--- config.mk ---
export PLATFORM = sky130hd
export DESIGN_NAME = vga_timing_gen
export DESIGN_NICKNAME = d
export VERILOG_FILES = /design/src/rtl/vga_timing_gen.sv
export SDC_FILE = /design/constraint.sdc
export NUM_CORES = 1
export LEC_CHECK = 0
export ABC_AREA = 1
export BUFFER_PORTS_ARGS = -buffer_cell sky130_fd_sc_hd__buf_2
export CAP_MARGIN = 15
export CELL_PAD_IN_SITES_DETAIL_PLACEMENT = 1
export CELL_PAD_IN_SITES_GLOBAL_PLACEMENT = 2
export CORE_MARGIN = 1
export CORE_UTILIZATION = 33
export DETAILED_ROUTE_END_ITERATION = 10
export GPL_TIMING_DRIVEN = 1
export PLACE_DENSITY_LB_ADDON = 0.1
export SETUP_SLACK_MARGIN = 0.3
export SYNTH_ARGS = -nofsm -noshare
export SYNTH_HDL_FRONTEND = slang
export SYNTH_SLANG_ARGS = --single-unit
--- constraint.sdc ---
create_clock -name clk -period 3.7 [get_ports clk]
set_clock_uncertainty 0.2 [all_clocks]
set_input_delay 0.37 -clock clk [delete_from_list [all_inputs] [get_ports clk]]
set_output_delay 0.37 -clock clk [all_outputs]
set_load 0.02 [all_outputs]
--- src/rtl/vga_timing_gen.sv ---
// Parametrised VGA sync/coordinate generator with pixel-tick divider, run enable and line/frame strobes.
// Optional frame counter is built when VGA_FRAME_CNT_EN is defined.
module vga_timing_gen #(
  parameter int unsigned H_ACTIVE    = 640,
  parameter int unsigned H_FP        = 16,
  parameter int unsigned H_SYNC      = 96,
  parameter int unsigned H_BP        = 48,
  parameter int unsigned V_ACTIVE    = 480,
  parameter int unsigned V_FP        = 10,
  parameter int unsigned V_SYNC      = 2,
  parameter int unsigned V_BP        = 33,
  parameter int unsigned H_SYNC_POL  = 0,
  parameter int unsigned V_SYNC_POL  = 0,
  parameter int unsigned PIX_DIV     = 1,
  parameter int unsigned COUNT_W     = 10,
  parameter int unsigned FRAME_CNT_W = 16
) (
  input  logic               clk,
  input  logic               reset_n,
  input  logic               en,
  output logic               p_tick,
  output logic               hsync,
  output logic               vsync,
  output logic               video_on,
  output logic [COUNT_W-1:0] pixel_x,
  output logic [COUNT_W-1:0] pixel_y,
  output logic               line_start,
  output logic               frame_start
`ifdef VGA_FRAME_CNT_EN
  ,
  output logic [FRAME_CNT_W-1:0] frame_count
`endif
);

  localparam int unsigned H_TOTAL = H_ACTIVE + H_FP + H_SYNC + H_BP;
  localparam int unsigned V_TOTAL = V_ACTIVE + V_FP + V_SYNC + V_BP;
  localparam int unsigned DIV_W   = (PIX_DIV > 1) ? $clog2(PIX_DIV) : 1;

  localparam logic [COUNT_W-1:0] H_LAST   = COUNT_W'(H_TOTAL - 1);
  localparam logic [COUNT_W-1:0] V_LAST   = COUNT_W'(V_TOTAL - 1);
  localparam logic [COUNT_W-1:0] H_ACT    = COUNT_W'(H_ACTIVE);
  localparam logic [COUNT_W-1:0] V_ACT    = COUNT_W'(V_ACTIVE);
  localparam logic [COUNT_W-1:0] H_SYNC_S = COUNT_W'(H_ACTIVE + H_FP);
  localparam logic [COUNT_W-1:0] H_SYNC_E = COUNT_W'(H_ACTIVE + H_FP + H_SYNC - 1);
  localparam logic [COUNT_W-1:0] V_SYNC_S = COUNT_W'(V_ACTIVE + V_FP);
  localparam logic [COUNT_W-1:0] V_SYNC_E = COUNT_W'(V_ACTIVE + V_FP + V_SYNC - 1);
  localparam logic [DIV_W-1:0]   DIV_LAST = DIV_W'(PIX_DIV - 1);
  localparam logic               H_ASSERT = 1'(H_SYNC_POL);
  localparam logic               V_ASSERT = 1'(V_SYNC_POL);

  logic [DIV_W-1:0]   r_div;
  logic               r_tick;
  logic [COUNT_W-1:0] r_x;
  logic [COUNT_W-1:0] r_y;
  logic               r_hs;
  logic               r_vs;
  logic               r_vo;
  logic               r_ls;
  logic               r_fs;

  logic               w_tick;
  logic               w_h_wrap;
  logic               w_v_wrap;
  logic [COUNT_W-1:0] w_x_nxt;
  logic [COUNT_W-1:0] w_y_nxt;
  logic               w_hs_nxt;
  logic               w_vs_nxt;
  logic               w_vo_nxt;
  logic               w_ls_nxt;
  logic               w_fs_nxt;

  // Pixel-rate divider: holds while en is low
  assign w_tick = en && (r_div == DIV_LAST);

  always_ff @(posedge clk or negedge reset_n) begin
    if (!reset_n) begin
      r_div <= '0;
    end else if (en) begin
      r_div <= (r_div == DIV_LAST) ? '0 : r_div + DIV_W'(1);
    end
  end

  // Next coordinates and their region decode, loaded together on the tick edge
  always_comb begin
    w_h_wrap = (r_x == H_LAST);
    w_v_wrap = (r_y == V_LAST);
    w_x_nxt  = w_h_wrap ? '0 : r_x + COUNT_W'(1);
    w_y_nxt  = r_y;
    if (w_h_wrap) begin
      w_y_nxt = w_v_wrap ? '0 : r_y + COUNT_W'(1);
    end
    w_hs_nxt = ((w_x_nxt >= H_SYNC_S) && (w_x_nxt <= H_SYNC_E)) ? H_ASSERT : ~H_ASSERT;
    w_vs_nxt = ((w_y_nxt >= V_SYNC_S) && (w_y_nxt <= V_SYNC_E)) ? V_ASSERT : ~V_ASSERT;
    w_vo_nxt = (w_x_nxt < H_ACT) && (w_y_nxt < V_ACT);
    w_ls_nxt = (w_x_nxt == '0);
    w_fs_nxt = (w_x_nxt == '0) && (w_y_nxt == '0);
  end

  always_ff @(posedge clk or negedge reset_n) begin
    if (!reset_n) begin
      r_tick <= 1'b0;
      r_x    <= H_LAST;
      r_y    <= V_LAST;
      r_hs   <= ~H_ASSERT;
      r_vs   <= ~V_ASSERT;
      r_vo   <= 1'b0;
      r_ls   <= 1'b0;
      r_fs   <= 1'b0;
    end else begin
      r_tick <= w_tick;
      r_ls   <= 1'b0;
      r_fs   <= 1'b0;
      if (w_tick) begin
        r_x  <= w_x_nxt;
        r_y  <= w_y_nxt;
        r_hs <= w_hs_nxt;
        r_vs <= w_vs_nxt;
        r_vo <= w_vo_nxt;
        r_ls <= w_ls_nxt;
        r_fs <= w_fs_nxt;
      end
    end
  end

`ifdef VGA_FRAME_CNT_EN
  logic [FRAME_CNT_W-1:0] r_frame_cnt;

  // Counts frame_start events; reads 1 during the first frame after reset
  always_ff @(posedge clk or negedge reset_n) begin
    if (!reset_n) begin
      r_frame_cnt <= '0;
    end else if (w_tick && w_fs_nxt) begin
      r_frame_cnt <= r_frame_cnt + FRAME_CNT_W'(1);
    end
  end

  assign frame_count = r_frame_cnt;
`endif

  assign p_tick      = r_tick;
  assign hsync       = r_hs;
  assign vsync       = r_vs;
  assign video_on    = r_vo;
  assign pixel_x     = r_x;
  assign pixel_y     = r_y;
  assign line_start  = r_ls;
  assign frame_start = r_fs;

endmodule

==> results of run 1 <==
final cells by class:
class | instances | area [µm²] | share of cell area
Sequential cell | 26 | 666 | 0.320
Timing Repair Buffer | 29 | 150 | 0.0721
Inverter | 35 | 131 | 0.0631
Tap cell | 70 | 87.6 | 0.0420
Clock buffer | 4 | 55.1 | 0.0264
Multi-Input combinational cell | 210 | 993 | 0.477
synth_stat cells:
library cell,n
dfstp_2,12
xnor2_1,1
o21ai_0,17
clkbuf_1,5
clkinv_1,2
nand3_2,2
o21a_1,2
nand4_1,9
buf_4,1
nand4_2,1
nand2_2,3
nand2_4,1
nand3b_1,1
nor2_4,2
ha_1,5
nor2_2,5
a21oi_1,4
nor2_1,23
dfrtp_1,14
inv_1,31
nand3_1,25
inv_2,2
nand2_1,108
buf_2,1
buf_6,2
nor3_1,1
kinds of logic after synthesis:
group                    count (synthesis)  synth area share
AND/OR/NAND/NOR                        181             0.435
adder cells (fa/ha/maj)                  5            0.0339
AO/OA/AOI/OAI                           23            0.0651
flip-flops                              26             0.361
XOR/XNOR                                 1           0.00475
buffers and inverters                   44             0.100
metal layers:
layer / wire length [µm] / up-vias / part of all wire
li1: - / 927 / -
met4: 23 / 0 / 0.0044
met2: 2150 / 40 / 0.41
met3: 187 / 2 / 0.036
met5: 0 / - / 0
met1: 2890 / 829 / 0.55
flip-flops by register name, summed over array words and instances, names as in the netlist:
register / flops
frame_start: 1
hsync: 1
line_start: 1
p_tick: 1
pixel_x: 10
pixel_y: 10
video_on: 1
vsync: 1
worst max-delay path, delay by kind of cell, from the launching register on:
| kind | cells | cell delay (ns) |
|---|---|---|
| flip-flops | 1 | 0.66 |
| adder cells (fa/ha/maj) | 1 | 0.27 |
| AO/OA/AOI/OAI | 1 | 0.09 |
| AND/OR/NAND/NOR | 6 | 1.11 |
power by group through the flow:
stage                     clock network [W]  logic [W]  registers [W]
after floorplan                           0   0.000258       0.000524
after global placement                    0   0.000429       0.000497
after detailed placement                  0   0.000429       0.000499
after CTS                          0.000200   0.000432       0.000494
after global routing               0.000206   0.000483       0.000510
final                              0.000185   0.000427       0.000494
worst min path at each step:
stage                                        end  slack [ns]    start  depth (start not counted)
after floorplan            frame_start$_DFF_PN0_       -0.13  reset_n                          0
after global placement    pixel_x[5]$_DFFE_PN0P_        0.21  reset_n                          1
after detailed placement  pixel_x[5]$_DFFE_PN0P_        0.22  reset_n                          1
after CTS                       p_tick$_DFF_PN0_        0.22       en                          1
after global routing            p_tick$_DFF_PN0_        0.22       en                          1
final                           p_tick$_DFF_PN0_        0.23       en                          1
through the flow:
step                      total power [W]  instances  area, µm²
after CTS                         0.00113        374       2080
after floorplan                  0.000782        280       1840
final                             0.00111        374       2080
after detailed placement         0.000928        369       2020
after global routing              0.00120        374       2080
after global placement           0.000926        369       2020
timing repair:
| item | CTS | global route |
|---|---|---|
| setup buffers | 0 | 0 |
| endpoints found under the hold margin | 14 | 0 |
| hold buffers | 1 | 0 |
==> impl_summary.txt, run 1 <==
----------------------------------------------------
[Power and ir drop]
  Sw Pwr ... 0.000500 W
  Net switching fraction of the power ... 0.452
  Power density over cell area ... 531 nW/µm²
  Gate power share ... 0.386
  Internal portion of total power ... 0.000606 W
  Maximum vdd ir drop ... 0.288 mV
  Part of the power in the clock network ... 0.168
  Leakage dissipation ... 1.07 nW
  Share of total power in sequential cells ... 0.446

[Finish]
  Layout-stage area growth over the synthesis result ... 13.0%
  Antenna cell count ... 0
  Layout cells sized above 1 ... 0.197
  Final nets ... roughly 310
  Most used cells in the layout excluding fill and tap cells ... 108 x nand2_1, 31 x inv_1, 28 x buf_2
  Core Util, Final ... 0.398
  Most frequent standard cell in the layout excluding fill and tap cells ... nand2_1
  FILL cells ... between 700 and 800

[Critical path]
  Setup slack on the worst flop-to-flop path ... 1.29 ns
  Crit Path Max Fanout ... 15
  Worst r2r dst ... vsync$_DFFE_PN1P_
  Reg2reg path depth ... 8
  Required time of the worst setup path ... 3.70 ns
  Critical Path Start ... pixel_x[0]$_DFFE_PN1P_
  List of cells traversed by the critical path ... ha_1, nand4_2, nor2_4, nand3_1, nand2_1, nand3_1, nor2_1, a21oi_1
  CP max stage delay ... approximately 0.66 ns
  CP Data Arrival Time ... 2.41 ns
  Cell with the largest stage delay on the worst path ... dfstp_2
  Top cell by count, worst path ... nand3_1
  Critical path destination ... vsync$_DFFE_PN1P_
  Kind of capture point of the worst setup path ... flip-flop
  Worst R2R Start ... pixel_x[0]$_DFFE_PN1P_
  Type of origin of the critical path ... flip-flop
  Critical path start-end classification ... flip-flop to flip-flop

[Global route]
  Initial antenna violation count ... 0
  GR Util met2 ... 0.297
  GRT Util Overall ... 0.188
  Wire length of the first global-routing pass ... roughly 8900 µm
  Largest net degree at the start of global routing ... 27
  Global-route layer with the greatest usage ... met2
  Sum of overflow across all layers after global routing ... 0
  Fraction of met3 tracks used by global routing ... 0.0250
  Number of global-route vias before repair ... 1747
  Global Route met1 Usage ... 0.274

[Yosys]
  Synth warnings ... 0
  Combined area of all synthesized cells ... 1840 µm²
  Area fraction of the dominant cell type after synthesis ... 0.220
  Syn Nets ... 288
  Gate count of the mapped netlist ... 280
  Count of cell types in the netlist ... 26
  Number of storage elements in the synthesis netlist ... 26
  Largest area contributor in the synthesized netlist ... nand2_1
  Sequential area share after synthesis ... 0.361
  Mean area per synthesized cell ... around 6.6 µm²
  Most area-consuming cells after synthesis ... nand2_1 22%, dfrtp_1 19%, dfstp_2 17%

[Placed design]
  Final RePlAce weighted congestion ... roughly 0.75
  Hpwl dp ... 3880 µm
  Placement Setup Slack ... between 1 and 1.5 ns
  Number of I/O port buffers ... 28

[Clocking]
  Skew-Pair Late Insertion Delay ... 0.27 ns
  Maximum clock path buffer count ... 2
  Cell at the root of the clock tree ... clkbuf_8
  Num Clock Sinks ... 26
  Clk slew on worst S/H paths ... 0.09 ns
  Resized Gates After CTS ... 0
  Maximum level of the CTS H-tree ... 1
  TritonCTS clock tree ... yes
  CTS buffer count ... 3

[Min path]
  Type of the most critical hold path ... primary input to flip-flop

[Detailed routing]
  Total wire length ... 5250 µm
  DRC marker count from the first detailed-route iteration ... 72
  # DRC ... 0
  Detailed-route wire length per cell ... 14.0 µm
  Antenna-violating nets left ... 0
  Vias after detailed routing ... around 1800
  Drt via density ... 4.81
  Number of iterations in the first detailed-routing pass ... 4

[STA]
  Hold violation total from the final report ... 0
  Setup TNS Final ... 0 ns
  Unrepaired setup endpoints after global routing ... no
  Hold Slack ... 0.226 ns
  Tightest slew margin relative to the limit ... 0.507
  Final Max Slew Viols ... 0
  Final Worst Setup Slack ... ~1.3 ns
  Count of final setup violators ... 0
  Fmax ... 0.414 GHz
  Transition time at the pin with the least slew margin ... 0.738 ns
  Fraction of the cycle the final worst path needs ... 0.652
  Post-layout min period ... between 2 and 2.5 ns

[Floorplanning]
  Die Outline Area ... around 5900 µm²
  Number of top-level pins ... 29
  DIE HEIGHT ... about 77 µm
  Rows ... 26
  Starting density of the core ... 0.352
  Floorplan die width ... 76.8 µm
  Core region area ... 5240 µm²

[Run]
  Count of maximum capacitance violations ... 0

[Outcome]
  Run status ... finished clean

----------------------------------------------------
No activity file was read; power rests on OpenSTA's default activity.
==> inputs of run 2 (changes only) <==
--- a/config.mk
+++ b/config.mk
@@ -11,7 +11,7 @@
 export CELL_PAD_IN_SITES_DETAIL_PLACEMENT = 1
 export CELL_PAD_IN_SITES_GLOBAL_PLACEMENT = 2
 export CORE_MARGIN = 1
-export CORE_UTILIZATION = 33
+export CORE_UTILIZATION = 30
 export DETAILED_ROUTE_END_ITERATION = 10
 export GPL_TIMING_DRIVEN = 1
 export PLACE_DENSITY_LB_ADDON = 0.1
==> constraint.sdc (replaced) <==
create_clock -name clk -period 2.3 [get_ports clk]
set_clock_uncertainty 0.2 [all_clocks]
set_input_delay 0.23 -clock clk [delete_from_list [all_inputs] [get_ports clk]]
set_output_delay 0.23 -clock clk [all_outputs]
set_load 0.02 [all_outputs]
==> run 2 against run 1 <==
  * Total power increased by 83%
  * Final cell count increased by 11%
  * Die area increased by 9.7%
  * Utilization increased by 3.5 points
  * Via count increased by 9.2%
  * Largest power group is now combinational cells
==> impl_summary.txt, run 2 (synthesis gave the netlist of run 1 again) <==
----------------------------------------------------
[Critical path]
  Type of origin of the critical path ... flip-flop
  Kind of capture point of the worst setup path ... flip-flop
  Critical path destination ... video_on$_DFFE_PN0P_
  Setup slack on the worst flop-to-flop path ... 0.24 ns
  Cell with the largest stage delay on the worst path ... dfstp_2
  CP Data Arrival Time ... between 2 and 2.5 ns
  Crit Path Max Fanout ... 6
  Worst R2R Start ... pixel_x[1]$_DFFE_PN1P_
  Reg2reg path depth ... 11
  Worst path depth ... 11
  Top cell by count, worst path ... nand2_1
  List of cells traversed by the critical path ... ha_4, nand3_4, nor2_4, nand2_8, buf_6, nand2_1, nand3_2, inv_1, nand2_1, nand2_1, nand2_1
  Required time of the worst setup path ... around 2.3 ns
  Worst r2r dst ... video_on$_DFFE_PN0P_
  Critical Path Start ... pixel_x[1]$_DFFE_PN1P_
  Critical path start-end classification ... flip-flop to flip-flop
  CP max stage delay ... 0.57 ns
  CP top delay family ... simple AND/OR/NAND/NOR gates
  Buffers plus inverters on the worst setup path ... 2

[STA]
  Tightest slew margin relative to the limit ... 0.502
  Fraction of the cycle the final worst path needs ... 0.895
  Unrepaired setup endpoints after global routing ... yes
  Hold violation total from the final report ... 0
  Post-layout min period ... 2.06 ns
  Final Max Slew Viols ... 0
  Transition time at the pin with the least slew margin ... 0.746 ns
  Fmax ... 0.486 GHz
  Setup TNS Final ... 0 ns
  Count of final setup violators ... 0

[Finish]
  Layout cells sized above 1 ... 0.375
  Area occupied by registers ... 666 µm²
  Final nets ... about 350
  Most used cells in the layout excluding fill and tap cells ... 91 x nand2_1, 31 x buf_4, 29 x inv_1
  Post-Layout Inst Area ... 2560 µm²
  Layout-stage area growth over the synthesis result ... 38.8%
  Core Util, Final ... 0.432
  Most frequent standard cell in the layout excluding fill and tap cells ... nand2_1
  Antenna cell count ... 0
  FILL cells ... just under 800
  Area of the multi-input gates ... 1200 µm²

[Placed design]
  Area post-placement ... 2130 µm²
  Number of I/O port buffers ... 28
  Hpwl dp ... 4260 µm
  Final RePlAce weighted congestion ... 0.796

[Floorplanning]
  Starting density of the core ... 0.311
  Floorplan die width ... 80.4 µm
  Number of top-level pins ... 29
  DIE HEIGHT ... between 80 and 90 µm
  Rows ... 28
  Die Outline Area ... 6460 µm²
  Core region area ... 5920 µm²

[Detailed routing]
  Detailed-route wire length per cell ... 15.0 µm
  DRC marker count from the first detailed-route iteration ... 59
  Antenna-violating nets left ... 0
  Drt via density ... 4.74
  Number of iterations in the first detailed-routing pass ... 4
  Total wire length ... 6220 µm
  # DRC ... 0
  Vias after detailed routing ... roughly 2000

[Clocking]
  TritonCTS clock tree ... yes
  Maximum clock path buffer count ... 2
  CTS buffer count ... 3
  Cell at the root of the clock tree ... clkbuf_8
  Maximum level of the CTS H-tree ... 1
  Clk slew on worst S/H paths ... 0.11 ns
  Num Clock Sinks ... 26
  Skew-Pair Late Insertion Delay ... 0.28 ns

[Run]
  Count of maximum capacitance violations ... 0

[Global route]
  Largest net degree at the start of global routing ... 27
  Number of global-route vias before repair ... 1895
  GRT Util Overall ... 0.198
  Initial antenna violation count ... 0
  Sum of overflow across all layers after global routing ... 0
  Wire length of the first global-routing pass ... 9720 µm

[Outcome]
  Run status ... finished clean

[Power and ir drop]
  Leakage dissipation ... 1.25 nW
  Power density over cell area ... between 700 and 800 nW/µm²
  Maximum vdd ir drop ... 0.351 mV
  Final Total Pwr ... 0.00202 W

[Min path]
  Hold Path Depth ... 2
  Type of the most critical hold path ... flip-flop to flip-flop

----------------------------------------------------
## run 2: cell types whose count changed in the layout (fill, tap and decap cells not counted), sizes merged
cell / previous run / this run
nand2: 112 / 113
buf: 28 / 62
clkbuf: 4 / 3
dlygate4sd3: 1 / 2
## run 2: repair_timing
| item | in CTS | in global routing |
|---|---|---|
| hold buffers | 2 | 0 |
| resized for setup | 15 | 38 |
| pin swaps | 11 | 23 |
| setup endpoints to repair | 8 | 8 |
| hold endpoints to repair | 15 | 0 |
| buffers inserted | 6 | 15 |
| cloned | 1 | 1 |
## run 2: worst register-to-register path, cell delays in order, from the launching register on
cell,delay [ns]
dfstp_2,0.57
ha_4,0.17
nand3_4,0.10
nor2_4,0.19
nand2_8,0.13
buf_6,0.15
nand2_1,0.11
nand3_2,0.09
inv_1,0.07
nand2_1,0.05
nand2_1,0.05
nand2_1,0.05
## run 2: through the flow
| stage | setup WS (ns) | hold slack (ns) | std cells |
|---|---|---|---|
| 3_5_place_dp | 0.0978 | 0.0963 | 386 |
| 5_1_grt | 0.119 | 0.303 | 414 |
| 2_1_floorplan | 0.300 | -0.266 | 280 |
| 6_report | 0.241 | 0.278 | 414 |
| 4_1_cts | 0.243 | 0.286 | 398 |
| 3_3_place_gp | 0.119 | 0.0955 | 386 |
## run 2: power breakdown
group | internal, W | switching [W]
sequential | 0.000590 | 0.000150
combinational | 0.000381 | 0.000625
clock | 0.000118 | 0.000160
total | 0.00109 | 0.000935
## run 2: worst min-delay path by stage
| stage | from | slack, ns | to |
|---|---|---|---|
| 4_1_cts | hsync$_DFFE_PN1P_ | 0.29 | hsync$_DFFE_PN1P_ |
| 3_3_place_gp | reset_n | 0.1 | pixel_y[8]$_DFFE_PN0P_ |
| 5_1_grt | video_on$_DFFE_PN0P_ | 0.30 | video_on$_DFFE_PN0P_ |
| 6_report | hsync$_DFFE_PN1P_ | 0.28 | hsync$_DFFE_PN1P_ |
| 2_1_floorplan | reset_n | -0.27 | frame_start$_DFF_PN0_ |
| 3_5_place_dp | reset_n | 0.1 | pixel_y[8]$_DFFE_PN0P_ |
## run 2: metal layers
layer  GRT usage  vias up  routed length [µm]
met2       0.349       20                3220
met3      0.0102        6                  83
met4      0.0375        0                  76
li1            -      997                   -
met5           0        -                   0
met1       0.267      940                2840
## run 2: layout make-up
type,instances,share of cell area
Inverter,35,0.0513
Multi-Input combinational cell,211,0.469
Sequential cell,26,0.260
Tap cell,75,0.0367
Timing Repair Buffer,64,0.167
Clock buffer,3,0.0161
